**src/rtl/ro_freq_meter.sv**
```systemverilog
// ---------------------------------------------------------------------------
// ro_freq_meter
//
// Multi-channel ring-oscillator frequency meter for the all-digital V/T
// sensor. The block powers exactly one of N_CH external ring oscillators and
// lets it settle for SETTLE reference cycles. It then counts the RO's rising
// edges over a programmable window of reference cycles and hands the count
// to the readout logic over a valid/ready handshake. It supports single-shot
// and continuous measurement modes.
//
// Ports:
//   i_Clk         reference clock, all logic on its rising edge
//   i_Rst_n       asynchronous active-low reset
//   i_Start       measurement request, honoured only while idle
//   i_Stop        abort to idle from any state (beats start and ready)
//   i_Continuous  re-measure after each accepted result
//   i_Ch_Sel      channel to measure, latched when a start is accepted
//   i_Win_Len     window length in reference cycles, 0 behaves as 1
//   i_RO_in       raw RO outputs, asynchronous to i_Clk
//   o_RO_Enable   registered one-hot RO enable, zero while idle
//   o_Count       measured edge count, stable while o_Valid
//   o_Valid       result available
//   i_Ready       consumer accepts the result when o_Valid & i_Ready
//   o_Overflow    count saturated during this result
//   o_Busy        measurement in progress (state is not IDLE)
//   o_Err         one-cycle pulse when a start names a nonexistent channel
// ---------------------------------------------------------------------------
module ro_freq_meter #(
    parameter int  N_CH   = 4,
    parameter int  CNT_W  = 16,
    parameter int  WIN_W  = 16,
    parameter int  SETTLE = 8,
    localparam int CH_W   = $clog2(N_CH)
) (
    input  logic             i_Clk,
    input  logic             i_Rst_n,
    input  logic             i_Start,
    input  logic             i_Stop,
    input  logic             i_Continuous,
    input  logic [CH_W-1:0]  i_Ch_Sel,
    input  logic [WIN_W-1:0] i_Win_Len,
    input  logic [N_CH-1:0]  i_RO_in,
    output logic [N_CH-1:0]  o_RO_Enable,
    output logic [CNT_W-1:0] o_Count,
    output logic             o_Valid,
    input  logic             i_Ready,
    output logic             o_Overflow,
    output logic             o_Busy,
    output logic             o_Err
);

    localparam int SET_W = $clog2(SETTLE + 1);
    localparam logic [CH_W:0] N_CH_L = (CH_W + 1)'(N_CH);
    localparam logic [N_CH-1:0] ONE_HOT_0 = {{(N_CH - 1){1'b0}}, 1'b1};

    typedef enum logic [1:0] {
        S_IDLE,
        S_SETTLE,
        S_COUNT,
        S_HOLD
    } state_t;

    state_t             state_q;
    state_t             state_d;
    logic [CH_W-1:0]    ch_q;
    logic [CH_W-1:0]    ch_d;
    logic [WIN_W-1:0]   win_q;
    logic [WIN_W-1:0]   win_cnt;
    logic [SET_W-1:0]   settle_cnt;
    logic [CNT_W-1:0]   edge_cnt;
    logic               ovf_q;
    logic [N_CH-1:0]    ro_en_q;
    logic [N_CH-1:0]    ro_en_d;
    logic               err_q;
    logic               sync1;
    logic               sync2;
    logic               hist;
    logic               rise;
    logic               ch_bad;
    logic               accept;
    logic               reject;
    logic               start_count;

    assign ch_bad = {1'b0, i_Ch_Sel} >= N_CH_L;
    assign rise   = sync2 & ~hist;

    // Next-state logic. i_Stop is applied last so it overrides every other
    // transition, including an accepted start or a continuous restart.
    always_comb begin
        state_d     = state_q;
        accept      = 1'b0;
        reject      = 1'b0;
        start_count = 1'b0;
        case (state_q)
            S_IDLE: begin
                if (i_Start) begin
                    if (ch_bad) begin
                        reject = 1'b1;
                    end else begin
                        accept  = 1'b1;
                        state_d = S_SETTLE;
                    end
                end
            end
            S_SETTLE: begin
                if (settle_cnt == '0) begin
                    state_d     = S_COUNT;
                    start_count = 1'b1;
                end
            end
            S_COUNT: begin
                if (win_cnt == WIN_W'(1)) begin
                    state_d = S_HOLD;
                end
            end
            S_HOLD: begin
                if (i_Ready) begin
                    if (i_Continuous) begin
                        state_d     = S_COUNT;
                        start_count = 1'b1;
                    end else begin
                        state_d = S_IDLE;
                    end
                end
            end
            default: state_d = S_IDLE;
        endcase
        if (i_Stop) begin
            state_d     = S_IDLE;
            accept      = 1'b0;
            reject      = 1'b0;
            start_count = 1'b0;
        end
    end

    // The enable is registered from the next state so it rises together with
    // the entry into SETTLE and drops together with the return to IDLE.
    always_comb begin
        ch_d    = accept ? i_Ch_Sel : ch_q;
        ro_en_d = '0;
        if (state_d != S_IDLE) begin
            ro_en_d = ONE_HOT_0 << ch_d;
        end
    end

    always_ff @(posedge i_Clk or negedge i_Rst_n) begin
        if (!i_Rst_n) begin
            state_q <= S_IDLE;
            ro_en_q <= '0;
            err_q   <= 1'b0;
        end else begin
            state_q <= state_d;
            ro_en_q <= ro_en_d;
            err_q   <= reject;
        end
    end

    // Channel, window and settle timer are captured when a start is accepted;
    // continuous restarts reuse the captured channel and window.
    always_ff @(posedge i_Clk or negedge i_Rst_n) begin
        if (!i_Rst_n) begin
            ch_q       <= '0;
            win_q      <= '0;
            settle_cnt <= '0;
        end else if (accept) begin
            ch_q       <= i_Ch_Sel;
            win_q      <= (i_Win_Len == '0) ? WIN_W'(1) : i_Win_Len;
            settle_cnt <= SET_W'(SETTLE - 1);
        end else if ((state_q == S_SETTLE) && (settle_cnt != '0)) begin
            settle_cnt <= settle_cnt - SET_W'(1);
        end
    end

    // Two-flop synchroniser plus history flop on the selected RO. Clearing on
    // SETTLE entry discards whatever the previously selected channel left in
    // the pipeline.
    always_ff @(posedge i_Clk or negedge i_Rst_n) begin
        if (!i_Rst_n) begin
            sync1 <= 1'b0;
            sync2 <= 1'b0;
            hist  <= 1'b0;
        end else if (accept) begin
            sync1 <= 1'b0;
            sync2 <= 1'b0;
            hist  <= 1'b0;
        end else begin
            sync1 <= i_RO_in[ch_q];
            sync2 <= sync1;
            hist  <= sync2;
        end
    end

    // Window and edge counters. The edge detected during the last window
    // cycle is still counted because the increment happens on the same clock
    // edge that moves the FSM to HOLD. An edge arriving while the counter is
    // already all-ones is lost, which is what sets the sticky overflow flag.
    always_ff @(posedge i_Clk or negedge i_Rst_n) begin
        if (!i_Rst_n) begin
            win_cnt  <= '0;
            edge_cnt <= '0;
            ovf_q    <= 1'b0;
        end else if (start_count) begin
            win_cnt  <= win_q;
            edge_cnt <= '0;
            ovf_q    <= 1'b0;
        end else if (state_q == S_COUNT) begin
            win_cnt <= win_cnt - WIN_W'(1);
            if (rise) begin
                if (&edge_cnt) begin
                    ovf_q <= 1'b1;
                end else begin
                    edge_cnt <= edge_cnt + CNT_W'(1);
                end
            end
        end
    end

    assign o_RO_Enable = ro_en_q;
    assign o_Count     = edge_cnt;
    assign o_Overflow  = ovf_q;
    assign o_Valid     = (state_q == S_HOLD);
    assign o_Busy      = (state_q != S_IDLE);
    assign o_Err       = err_q;

endmodule

```
**config.mk**
```make
export PLATFORM = sky130hd
export DESIGN_NAME = ro_freq_meter
export DESIGN_NICKNAME = d
export VERILOG_FILES = /design/src/rtl/ro_freq_meter.sv
export SDC_FILE = /design/constraint.sdc
export NUM_CORES = 1
export LEC_CHECK = 0
export BUFFER_PORTS_ARGS = -buffer_cell sky130_fd_sc_hd__buf_2
export CORE_AREA = 4 4 82 114
export CTS_BUF_LIST = sky130_fd_sc_hd__clkbuf_8
export DETAILED_ROUTE_END_ITERATION = 10
export DIE_AREA = 0 0 86 118
export MAX_ROUTING_LAYER = met4
export SLEW_MARGIN = 25
export SYNTH_ARGS = -nofsm -noshare
export SYNTH_HDL_FRONTEND = slang
export SYNTH_SLANG_ARGS = --single-unit
```
**constraint.sdc**
```tcl
create_clock -name i_Clk -period 4.9 [get_ports i_Clk]
set_input_delay 0.245 -clock i_Clk [delete_from_list [all_inputs] [get_ports i_Clk]]
set_output_delay 0.245 -clock i_Clk [all_outputs]
set_load 0.02 [all_outputs]
```
Word-level counts from Yosys, hierarchy flattened
Index checks and enable logic that the tools add are counted.
{"block": "totals", "register_bits": 64, "latchBits": 0, "ram_bits": 0, "rom_bits": 0, "input_bits": 28, "out_inout_bits": 24, "mem_count": 0}
{"block": "op_classes", "add_sub_neg": 3, "multipliers": 0, "n_div": 0, "order_cmp": 1, "n_eq_ne": 5, "shift": 1, "mux": 35, "n_bitwise": 2, "reduce_logical": 14}
{"op": "16-bit 2-to-1 mux", "n": 7}
{"op": "16-bit by 1-bit adder with 16-bit output, second input constant", "n": 1}
{"op": "16-bit by 1-bit equality test with 1-bit output, second input constant", "n": 1}
{"op": "16-bit zero test", "n": 1}
{"op": "16-bit AND reduction", "n": 1}
{"op": "16-bit by 1-bit subtractor with 16-bit output, second input constant", "n": 1}
{"op": "1-bit 2-to-1 mux", "n": 15}
{"op": "2-bit 2-to-1 mux", "n": 7}
{"op": "4-bit 2-to-1 mux", "n": 3}
{"op": "2-bit nonzero test", "n": 6}
{"op": "2-bit one-hot mux with 4 select lines", "n": 1}
{"op": "3-bit AND reduction", "n": 2}
{"op": "2-bit equality test, second input constant", "n": 2}
{"op": "4-bit zero test", "n": 1}
{"op": "4-bit nonzero test", "n": 1}
{"op": "1-bit by 2-bit left shift with 4-bit output, first input constant", "n": 1}
{"op": "4-bit by 1-bit subtractor with 4-bit output, second input constant", "n": 1}
{"op": "2-bit by 3-bit < comparator with 1-bit output, second input constant", "n": 1}
{"op": "1-bit binary-select mux with 2-bit select", "n": 1}
{"op": "2-bit by 1-bit equality test with 1-bit output, second input constant", "n": 1}
{"op": "2-bit zero test", "n": 1}
{"op": "2-bit inequality test, second input constant", "n": 1}
{"op": "1-bit one-hot mux with 2 select lines", "n": 1}
{"op": "1-bit bitwise AND", "n": 1}
{"op": "2 further kinds", "n": 2}

Longest topological paths before layout
Gate-level depths: netlist of the first run.
{"block": "depth", "ltp_word": 6, "mapped_depth": 7}

Least setup slack after synthesis of the first run
Ideal clock, no wire load.
{"block": "synth_path", "path_kind": "reg-to-reg", "from": "reg edge_cnt[0], in the netlist o_Count[0]", "to": "reg edge_cnt[10], in the netlist o_Count[10]", "setup_ns": 0.077, "t_arrival_ns": 1.806, "t_required_ns": 4.823, "slack_ns": 3.016, "path_stages_with_launch": 7, "n_path_buf": 1, "synth_period_minus_slack_ns": 1.884, "path_cell_list": "dfrtp_1 > ha_1 > nand3_1 > or2_1 > buf_6 > or4_1 > a21oi_1"}
{"block": "synth_between", "elab_chain_cells": 5}
{"element": "start: declaration", "line_no": "70", "text": "logic [CNT_W-1:0] edge_cnt;"}
{"element": "start signal: assignment", "line_no": "212", "text": "edge_cnt <= edge_cnt + CNT_W'(1);"}
{"element": "16-bit by 1-bit adder with 16-bit output", "line_no": "212"}
{"element": "16-bit 2-to-1 mux", "line_no": "209", "text": "if (&edge_cnt) begin"}
{"element": "16-bit 2-to-1 mux", "line_no": "208", "text": "if (rise) begin"}
{"element": "16-bit 2-to-1 mux", "line_no": "206", "text": "end else if (state_q == S_COUNT) begin"}
{"element": "16-bit 2-to-1 mux", "line_no": "202", "text": "end else if (start_count) begin"}
Several ways; a longest one is shown, not always the timed one. The select of a mux whose other input is x is not followed.
A chain may end at the register's enable or synchronous reset.

Final worst setup path of the first run
{"block": "layout_path", "from": "reg settle_cnt[0]", "to": "reg win_cnt[4]"}
{"block": "layout_between", "elab_chain_cells": 5}
{"element": "start: declaration", "line_no": "69", "text": "logic [SET_W-1:0] settle_cnt;"}
{"element": "start signal: assignment", "line_no": "168", "text": "settle_cnt <= SET_W'(SETTLE - 1);"}
{"element": "start signal: assignment", "line_no": "170", "text": "settle_cnt <= settle_cnt - SET_W'(1);"}
{"element": "4-bit zero test (*)", "line_no": "106", "text": "if (settle_cnt == '0) begin"}
{"element": "1-bit 2-to-1 mux (*)", "line_no": "106"}
{"element": "1-bit one-hot mux with 2 select lines (*)", "line_no": "94", "text": "case (state_q)"}
{"element": "1-bit 2-to-1 mux (*)", "line_no": "128", "text": "if (i_Stop) begin"}
{"element": "16-bit 2-to-1 mux / 2-bit nonzero test (equally long branches)"}
{"element": "end signal: assignment", "line_no": "203", "text": "win_cnt <= win_q;"}
{"element": "end signal: assignment", "line_no": "207", "text": "win_cnt <= win_cnt - WIN_W'(1);"}
{"element": "end: declaration", "line_no": "68", "text": "logic [WIN_W-1:0] win_cnt;"}
Every way passes the cells marked *; elsewhere a longest branch is shown, timed or not.

==> impl_summary.log, run 1 <==
[metrics] run status: complete, no violations
[metrics] Post-Route Skew: 0.00520 ns
[metrics] Synth cell types: between 50 and 60
[metrics] max-slew violations: 0
[metrics] weighted congestion at the end of routability-driven global placement: 0.821
[metrics] total count of hold-check failures in the final report: 0
[metrics] leakage power: approximately 1.7 nW
[metrics] Synth area leaders: dfrtp_1 (48%), nand2_1 (8.7%), nand3_1 (2.8%)
[metrics] most common cell in the netlist: nand2_1
[metrics] number of nets in the finished design: approximately 440
[metrics] Area after DPL: 3680 µm²
[metrics] switching part of the total: between 30% and 40%
[metrics] H-Tree Level Count: 3
[metrics] met2 wire length: around 3.9 mm
[metrics] share of total power in combinational logic: 30.8%
[metrics] total CTS buffers: 9
[metrics] total die area: roughly 10000 µm²
[metrics] number of vias per cell after detailed routing: 5.55
[metrics] wire length reported by the detailed router: 7.93 mm
[metrics] post-detailed-route count of antenna-violating nets: 0
[metrics] post-CTS repair timing setup buffer count: 0
[metrics] flops & latches, synth: 64
[metrics] root buffer selected by CTS: clkbuf_8
[metrics] final clock period utilization by the worst path: 43.2%
[metrics] critical path startpoint category: flop
[metrics] clock power share: between 20% and 30%
[metrics] # Max-Cap Violations: 0
[metrics] number of fill cells: 797
[metrics] clock transition at the register clock pins on the worst setup and hold paths after CTS: 0.07 ns
[metrics] placeable core area: 8250 µm²
[metrics] r2r startpoint: settle_cnt[0]
[metrics] largest vdd supply drop: 0.214 mV
[metrics] number of global-route vias before repair: 2745
[metrics] peak per-stage delay on the critical path: 0.49 ns
[metrics] Max-slew headroom: 45.4%
[metrics] initial antenna violation count: 0
[metrics] overall track demand over capacity in global routing: 16.8%
[metrics] minimum setup slack after placement: ~2.8 ns
[metrics] PnR worst setup slack: 2.78 ns
[metrics] setup repair after global routing missed its margin: no
[metrics] buffers and inverters on the worst path: 1
[metrics] global-route wire length before repair: ~13 mm
[metrics] post-synthesis instance area: 3350 µm²
[metrics] sequential share of the synthesized area: 47.8%
[metrics] sequential group share of total power: between 40% and 50%
[metrics] via count: approximately 2800
[metrics] initial core utilization: about 41%
[metrics] relative area change from synthesis to final layout: 16.1%
[metrics] slew at the pin with the worst max-slew slack: a little over 0.8 ns
[metrics] library cell contributing the largest single delay on the critical path: o311a_1
[metrics] min-delay worst type: in2async
[metrics] mean routed wirelength per cell: between 15 and 20 µm
[metrics] most used standard cells in the synthesized netlist: nand2_1 (78), dfrtp_1 (64), nand3_1 (19)
[metrics] fraction of synthesis flops using an asynchronous set or reset pin: 100%
[metrics] y dimension of the die: around 120 µm
[metrics] total congestion overflow after global routing: 0
[metrics] required time at the worst-slack endpoint: ~5.1 ns
[metrics] total negative slack for setup checks: 0 ns
[metrics] Chip Width: roughly 86 µm
[metrics] maximum number of pins on one net before global-route repair: 65
[metrics] I/O Pins: 52
[metrics] syn nets: around 390
[metrics] number of resized instances in the post-cts repair step: 0
[metrics] Post-Route Hold Slack: roughly 0.07 ns
[metrics] library cell occupying the most area in the post-synthesis netlist: dfrtp_1
[metrics] post-detailed-placement half-perimeter wirelength: around 5.7 mm
[metrics] First-pass DRT Iterations: 4
[metrics] area of the multi-input gates: ~1600 µm²
[metrics] Crit Path Class: reg2reg
[metrics] diode count: 0
[metrics] Clk Latency, worst-skew pair: ~0.34 ns
[metrics] TritonCTS clock tree: done
[metrics] wl on met1: 3.43 mm
[metrics] CTS max path bufs: 2
[metrics] Crit Path Max Fanout: 9
[metrics] residual DRC count: 0
[metrics] Critical path origin: settle_cnt[0]
[metrics] FMAX: approximately 0.47 GHz
[metrics] initial detailed-routing violation count: between 100 and 150
[metrics] share of post-route cells with drive strength above 1: between 20% and 30%
[metrics] routed length on met3: approximately 370 µm
[metrics] share of the synthesized area in the top cell type: a little under half
[metrics] shortest period the worst path allows: about 2.1 ns
[metrics] category of the worst setup path capture point: flop
[metrics] # hold bufs at CTS: 0
[metrics] crit-path cells: inv_1 -> ha_1 -> or3b_1 -> o311a_1 -> o21ai_0 -> o311ai_0
[metrics] finished layout cell area: 3890 µm²
[metrics] number of buffers inserted by port buffering: 50
[metrics] post-synthesis average cell area: ~9.4 µm²
[metrics] Mapped Cells: 356
[metrics] signal arrival time at the worst endpoint: 2.31 ns
[metrics] power density over the cells: around 520 nW/µm²
[metrics] number of flops mapped to enable cells by yosys: 0
[metrics] internal power: 1.22 mW
[metrics] TritonCTS Sinks: between 60 and 70
[metrics] net switching component of the power: between 700 and 800 µW
[metrics] Site Rows: 39
[metrics] Final Setup Violations: 0
[metrics] Seq. cell area: 1600 µm²
[metrics] Main synth FF type: dfrtp_1
[metrics] cell family with most CP delay: compound AO/OA/AOI/OAI gates
[metrics] highest metal layer with signal wires: met4
[metrics] Yosys warning total: 0
==> worst paths after layout <==
path / endpoint / slack [ns] / cells after the start
min in group i_Clk: win_q[14] / 0.10 / 3
hold / removal: o_Count[4] / 0.07 / 2
setup / recovery: win_cnt[4] / 2.78 / 6
hold reg to reg: sync2 / 0.46 / 1
max in group asynchronous: win_q[4] / 4.28 / 2
setup reg to reg: win_cnt[4] / 2.78 / 6
==> power by group through the flow <==
stage	clock network (mW)	logic [mW]	registers (mW)
finish	0.471	0.619	0.919
CTS	0.482	0.631	0.916
global placement	0	0.611	0.918
global route	0.503	0.696	0.950
floorplan	0	0.389	0.941
detailed placement	0	0.629	0.923
==> metal layers <==
layer / track usage, % / vias to the layer above
met4: 9.01 / 0
li1: - / 1397
met3: 2.45 / 14
met2: 27.1 / 74
met5: - / -
met1: 20.0 / 1357
==> worst reg2reg max path, delay by kind of cell, from the launching register on <==
kind	cells	cell delay [ns]
flip-flops	1	0.39
AO/OA/AOI/OAI	3	0.85
AND/OR/NAND/NOR	1	0.42
buffers and inverters	1	0.10
adder cells (fa/ha/maj)	1	0.20
==> cells in the final DEF (no fill, tap or decap), types with 4 or more instances in the layout <==
| cell | n |
|---|---|
| nand3_1 | 19 |
| clkbuf_8 | 11 |
| or3_1 | 4 |
| a21oi_1 | 9 |
| o21ai_0 | 14 |
| dfrtp_1 | 64 |
| xnor2_1 | 4 |
| nand2b_1 | 4 |
| or4_1 | 9 |
| and2_1 | 5 |
| nor4_1 | 9 |
| o211ai_1 | 8 |
| inv_1 | 10 |
| nand4_1 | 6 |
| nand2_1 | 78 |
| mux2i_1 | 4 |
| nor3_1 | 7 |
| a22oi_1 | 6 |
| ha_1 | 4 |
| nand4b_1 | 4 |
| buf_2 | 50 |
| nor2_1 | 12 |
| o31ai_1 | 7 |
==> sequential cells by signal (all words and copies together) (netlist names), 2 cells and up <==
name	cells
state_q	2
win_cnt	16
o_Count	16
o_RO_Enable	4
win_q	16
ch_q	2
settle_cnt	4
==> cell families after synthesis <==
kind of cell	Yosys count	share of synthesized area (%)
XOR/XNOR	7	1.83
AO/OA/AOI/OAI	66	13.3
buffers and inverters	25	3.44
flip-flops	64	47.8
adder cells (fa/ha/maj)	4	1.49
other	1	0.112
AND/OR/NAND/NOR	184	30.2
multiplexers	5	1.87
==> layout make-up <==
cell class              count  area share (%)
repair buffers             53            7.01
inverters                  10           0.965
clock buffers              11            3.89
multi-input cells         267            42.3
clock inverters             5            1.41
flip-flops and latches     64            41.2
well taps                 102            3.28
==> stage by stage <==
stage	utilization, %	power, mW	std cells
2_1_floorplan	-	1.33	356
4_1_cts	47.2	2.03	512
6_report	47.2	2.01	512
3_5_place_dp	44.7	1.55	496
5_1_grt	47.2	2.15	512
3_3_place_gp	44.6	1.53	496
(Power assumes the default switching activity.)
==> inputs of run 2 (changes only) <==
--- a/config.mk
+++ b/config.mk
@@ -5,11 +5,12 @@
 export SDC_FILE = /design/constraint.sdc
 export NUM_CORES = 1
 export LEC_CHECK = 0
+export ABC_AREA = 1
 export BUFFER_PORTS_ARGS = -buffer_cell sky130_fd_sc_hd__buf_2
-export CORE_AREA = 4 4 82 114
+export CORE_AREA = 4 4 84 117
 export CTS_BUF_LIST = sky130_fd_sc_hd__clkbuf_8
 export DETAILED_ROUTE_END_ITERATION = 10
-export DIE_AREA = 0 0 86 118
+export DIE_AREA = 0 0 88 121
 export MAX_ROUTING_LAYER = met4
 export SLEW_MARGIN = 25
 export SYNTH_ARGS = -nofsm -noshare
==> constraint.sdc (replaced) <==
create_clock -name i_Clk -period 2.1 [get_ports i_Clk]
set_input_delay 0.105 -clock i_Clk [delete_from_list [all_inputs] [get_ports i_Clk]]
set_output_delay 0.105 -clock i_Clk [all_outputs]
set_load 0.02 [all_outputs]
==> run 2 against run 1 <==
  * Combinational power grew 150%
  * Largest power group unchanged
  * Critical path depth grew 4
  * Largest cell class unchanged
  * Sequential cell count is the same
==> impl_summary.log, run 2 <==
[metrics] I/O Pins: 52 (unchanged)
[metrics] leakage power: 2.21 nW (was 1.67 nW)
[metrics] destination of the worst register-to-register timing path: o_Count[6] (was win_cnt[4])
[metrics] Site Rows: 41 (was 39)
[metrics] reg-to-reg setup timing slack: 0.32 ns (was 2.78 ns)
[metrics] flops & latches, synth: 64 (unchanged)
[metrics] most common cell type on the critical path: nand2_1
[metrics] Max-slew headroom: 60.0% (was 45.4%)
[metrics] cell count of the worst reg-to-reg path: 10 (was 6)
[metrics] critical path startpoint category: flop (unchanged)
[metrics] TritonCTS Sinks: 64 (unchanged)
[metrics] wire length reported by the detailed router: 8.19 mm (was 7.93 mm)
[metrics] max-slew violations: 0 (unchanged)
[metrics] net switching component of the power: 1.81 mW (was 794 µW)
[metrics] maximum number of pins on one net before global-route repair: 43 (was 65)
[metrics] global-route wire length before repair: 13.9 mm (was 13.2 mm)
[metrics] total die area: 10600 µm² (was 10100 µm²)
[metrics] weighted congestion at the end of routability-driven global placement: 0.868 (was 0.821)
[metrics] syn nets: 519 (was 388)
[metrics] setup repair after global routing missed its margin: no (unchanged)
[metrics] slew at the pin with the worst max-slew slack: 0.599 ns (was 0.820 ns)
[metrics] root buffer selected by CTS: clkbuf_8 (unchanged)
[metrics] initial antenna violation count: 0 (unchanged)
[metrics] # Max-Cap Violations: 0 (unchanged)
[metrics] sequential group share of total power: 44.3% (was 45.7%)
[metrics] Yosys warning total: 0 (unchanged)
[metrics] total negative slack for setup checks: 0 ns (unchanged)
[metrics] CTS max path bufs: 2 (unchanged)
[metrics] share of post-route cells with drive strength above 1: 15.9% (was 20.5%)
[metrics] number of global-route vias before repair: 3105 (was 2745)
[metrics] Mapped Cells: 487 (was 356)
[metrics] Post-Route Skew: 0.0144 ns (was 0.00520 ns)
[metrics] number of buffers inserted by port buffering: 50 (unchanged)
[metrics] H-Tree Level Count: 3 (unchanged)
[metrics] fraction of synthesis flops using an asynchronous set or reset pin: 100% (unchanged)
[metrics] number of vias per cell after detailed routing: 4.85 (was 5.55)
[metrics] Final Setup Violations: 0 (unchanged)
[metrics] commonest non-fill, non-tap cells in the layout: nand2_1 (140), nor2_1 (78), dfrtp_1 (64), inv_1 (57), nand3_1 (54) (was nand2_1 (78), dfrtp_1 (64), buf_2 (50), nand3_1 (19), o21ai_0 (14))
[metrics] library cell occupying the most area in the post-synthesis netlist: dfrtp_1 (unchanged)
[metrics] Synth cell types: 26 (was 59)
[metrics] power after layout: 4.57 mW (was 2.01 mW)
[metrics] startpoint of the lowest-slack hold path: i_Win_Len[8]
[metrics] residual DRC count: 0 (unchanged)
[metrics] Main synth FF type: dfrtp_1 (unchanged)
[metrics] crit-path cells: ha_1 -> nand2_1 -> inv_2 -> nand2_1 -> inv_1 -> nand3_2 -> nor2_1 -> nor2_1 -> nand3_1 -> nand2_1 (was inv_1 -> ha_1 -> or3b_1 -> o311a_1 -> o21ai_0 -> o311ai_0)
[metrics] total count of hold-check failures in the final report: 0 (unchanged)
[metrics] post-detailed-placement half-perimeter wirelength: 6.10 mm (was 5.71 mm)
[metrics] number of flops mapped to enable cells by yosys: 0 (unchanged)
[metrics] switching part of the total: 39.6% (was 39.5%)
[metrics] diode count: 0 (unchanged)
[metrics] relative area change from synthesis to final layout: 17.8% (was 16.1%)
[metrics] cell family with most CP delay: simple AND/OR/NAND/NOR gates (was compound AO/OA/AOI/OAI gates)
[metrics] Chip Width: 88 µm (was 86 µm)
[metrics] buffers and inverters on the worst path: 2 (was 1)
[metrics] share of the synthesized area in the top cell type: 45.7% (was 47.8%)
[metrics] required time at the worst-slack endpoint: 2.40 ns (was 5.09 ns)
[metrics] leading cell type in the layout, fill and taps excluded: nand2_1 (unchanged)
[metrics] shortest period the worst path allows: 1.78 ns (was 2.12 ns)
[metrics] number of nets in the finished design: 581 (was 437)
[metrics] via count: 3198 (was 2842)
[metrics] First-pass DRT Iterations: 4 (unchanged)
[metrics] sequential share of the synthesized area: 45.7% (was 47.8%)
[metrics] share of total power in combinational logic: 33.5% (was 30.8%)
[metrics] number of cells on the worst hold path: 3
[metrics] Crit Path Max Fanout: 5 (was 9)
[metrics] min-delay worst type: in2reg (was in2async)
[metrics] Crit Path Class: reg2reg (unchanged)
[metrics] final clock period utilization by the worst path: 84.6% (was 43.2%)
[metrics] power density over the cells: 1110 nW/µm² (was 516 nW/µm²)
[metrics] post-detailed-route count of antenna-violating nets: 0 (unchanged)
[metrics] Clk Latency, worst-skew pair: 0.35 ns (was 0.34 ns)
[metrics] TritonCTS clock tree: done (unchanged)
[metrics] internal power: 2.76 mW (was 1.22 mW)
[metrics] post-synthesis instance area: 3510 µm² (was 3350 µm²)
[metrics] clock power share: 22.1% (was 23.4%)
[metrics] most common cell in the netlist: nand2_1 (unchanged)
[metrics] mean routed wirelength per cell: 12.4 µm (was 15.5 µm)
[metrics] r2r startpoint: o_Count[0] (was settle_cnt[0])
[metrics] post-synthesis average cell area: 7.20 µm² (was 9.41 µm²)
[metrics] largest vdd supply drop: 0.559 mV (was 0.214 mV)
[metrics] overall track demand over capacity in global routing: 17.2% (was 16.8%)
[metrics] category of the worst setup path capture point: flop (unchanged)
[metrics] initial detailed-routing violation count: 162 (was 135)
[metrics] peak per-stage delay on the critical path: 0.42 ns (was 0.49 ns)
[metrics] initial core utilization: 39.5% (was 40.6%)
[metrics] signal arrival time at the worst endpoint: 2.07 ns (was 2.31 ns)
[metrics] number of resized instances in the post-cts repair step: 0 (unchanged)
[metrics] Hold EP: win_q[8]
[metrics] most used standard cells in the synthesized netlist: nand2_1 (140), nor2_1 (78), dfrtp_1 (64) (was nand2_1 (78), dfrtp_1 (64), nand3_1 (19))
[metrics] y dimension of the die: 121 µm (was 118 µm)
[metrics] total CTS buffers: 9 (unchanged)
[metrics] clock transition at the register clock pins on the worst setup and hold paths after CTS: 0.08 ns (was 0.07 ns)
[metrics] total congestion overflow after global routing: 0 (unchanged)
[metrics] run status: complete, no violations (unchanged)
[metrics] placeable core area: 8870 µm² (was 8250 µm²)
[metrics] library cell contributing the largest single delay on the critical path: dfrtp_1 (was o311a_1)
[metrics] FMAX: 0.563 GHz (was 0.472 GHz)
[metrics] Synth area leaders: dfrtp_1 (46%), nand2_1 (15%), nor2_1 (8.4%) (was dfrtp_1 (48%), nand2_1 (8.7%), nand3_1 (2.8%))
[run 2: through the flow]
step                      area [µm²]  std cells  utilization [%]  hold slack (ns)  worst slack (ns)
after CTS                       4110        657             46.3           0.0118            0.0490
after floorplan                 3510        487                -           -0.191             0.384
final                           4130        660             46.5           0.0246             0.324
after global routing            4130        660             46.5           0.0387            0.0800
after detailed placement        3910        641             44.0            0.135            0.0691
after global placement          3910        641             44.0            0.127             0.151
[run 2: area by class of cell]
cell class              instances  area, µm²
well taps                     107        134
fillers                       906       4740
clock inverters                 2       12.5
clock buffers                  13        179
multi-input cells             348       1600
repair buffers                 63        363
inverters                      63        236
flip-flops and latches         64       1600
[run 2: worst register-to-register path, delay by kind of cell, from the launching register on]
kind	cells	cell delay, ns
simple gates	7	0.93
flops	1	0.42
buf+inv	2	0.13
fa+ha+maj	1	0.23
[run 2: worst max path at each step]
stage / cells past startpoint / endpoint / start
after global placement: 10 / o_Count[11] / o_Count[0]
after floorplan: 10 / o_Count[11] / o_Count[0]
after detailed placement: 10 / o_Count[11] / o_Count[0]
after global routing: 11 / win_cnt[15] / settle_cnt[0]
after CTS: 10 / o_Count[4] / o_Count[0]
final: 10 / o_Count[6] / o_Count[0]
[run 2: kinds of logic (layout without fill, tap and decap cells)]
kind of cell / after synthesis / in the layout / share of synthesized area [%]
compound gates: 42 / 42 / 6.67
xor+xnor: 14 / 14 / 3.50
simple gates: 287 / 287 / 34.0
flops: 64 / 64 / 45.7
buf+inv: 75 / 141 / 8.57
other cells: 1 / 1 / 0.107
fa+ha+maj: 4 / 4 / 1.43
[run 2: per-layer routing]
metal  global-route usage (%)  vias to the layer above  routed length [µm]
met2                     28.8                       67                4100
met3                     3.33                       15                 335
met1                     19.5                     1471                3550
li1                         -                     1645                   -
met4                     8.16                        0                 195
met5                        -                        -                   0
[run 2: timing repair]
action | CTS | global route
hold buffers | 1 | 0
endpoints found under the hold margin | 22 | 0
setup buffers | 0 | 3
setup endpoints to repair | 0 | 10
[run 2: power by group through the flow]
stage	Clock, mW	Sequential, mW	Combinational, mW
3_3_place_gp	0	2.02	1.52
2_1_floorplan	0	2.11	0.980
4_1_cts	1.04	2.02	1.55
6_report	1.01	2.03	1.53
5_1_grt	1.10	2.09	1.78
3_5_place_dp	0	2.04	1.54
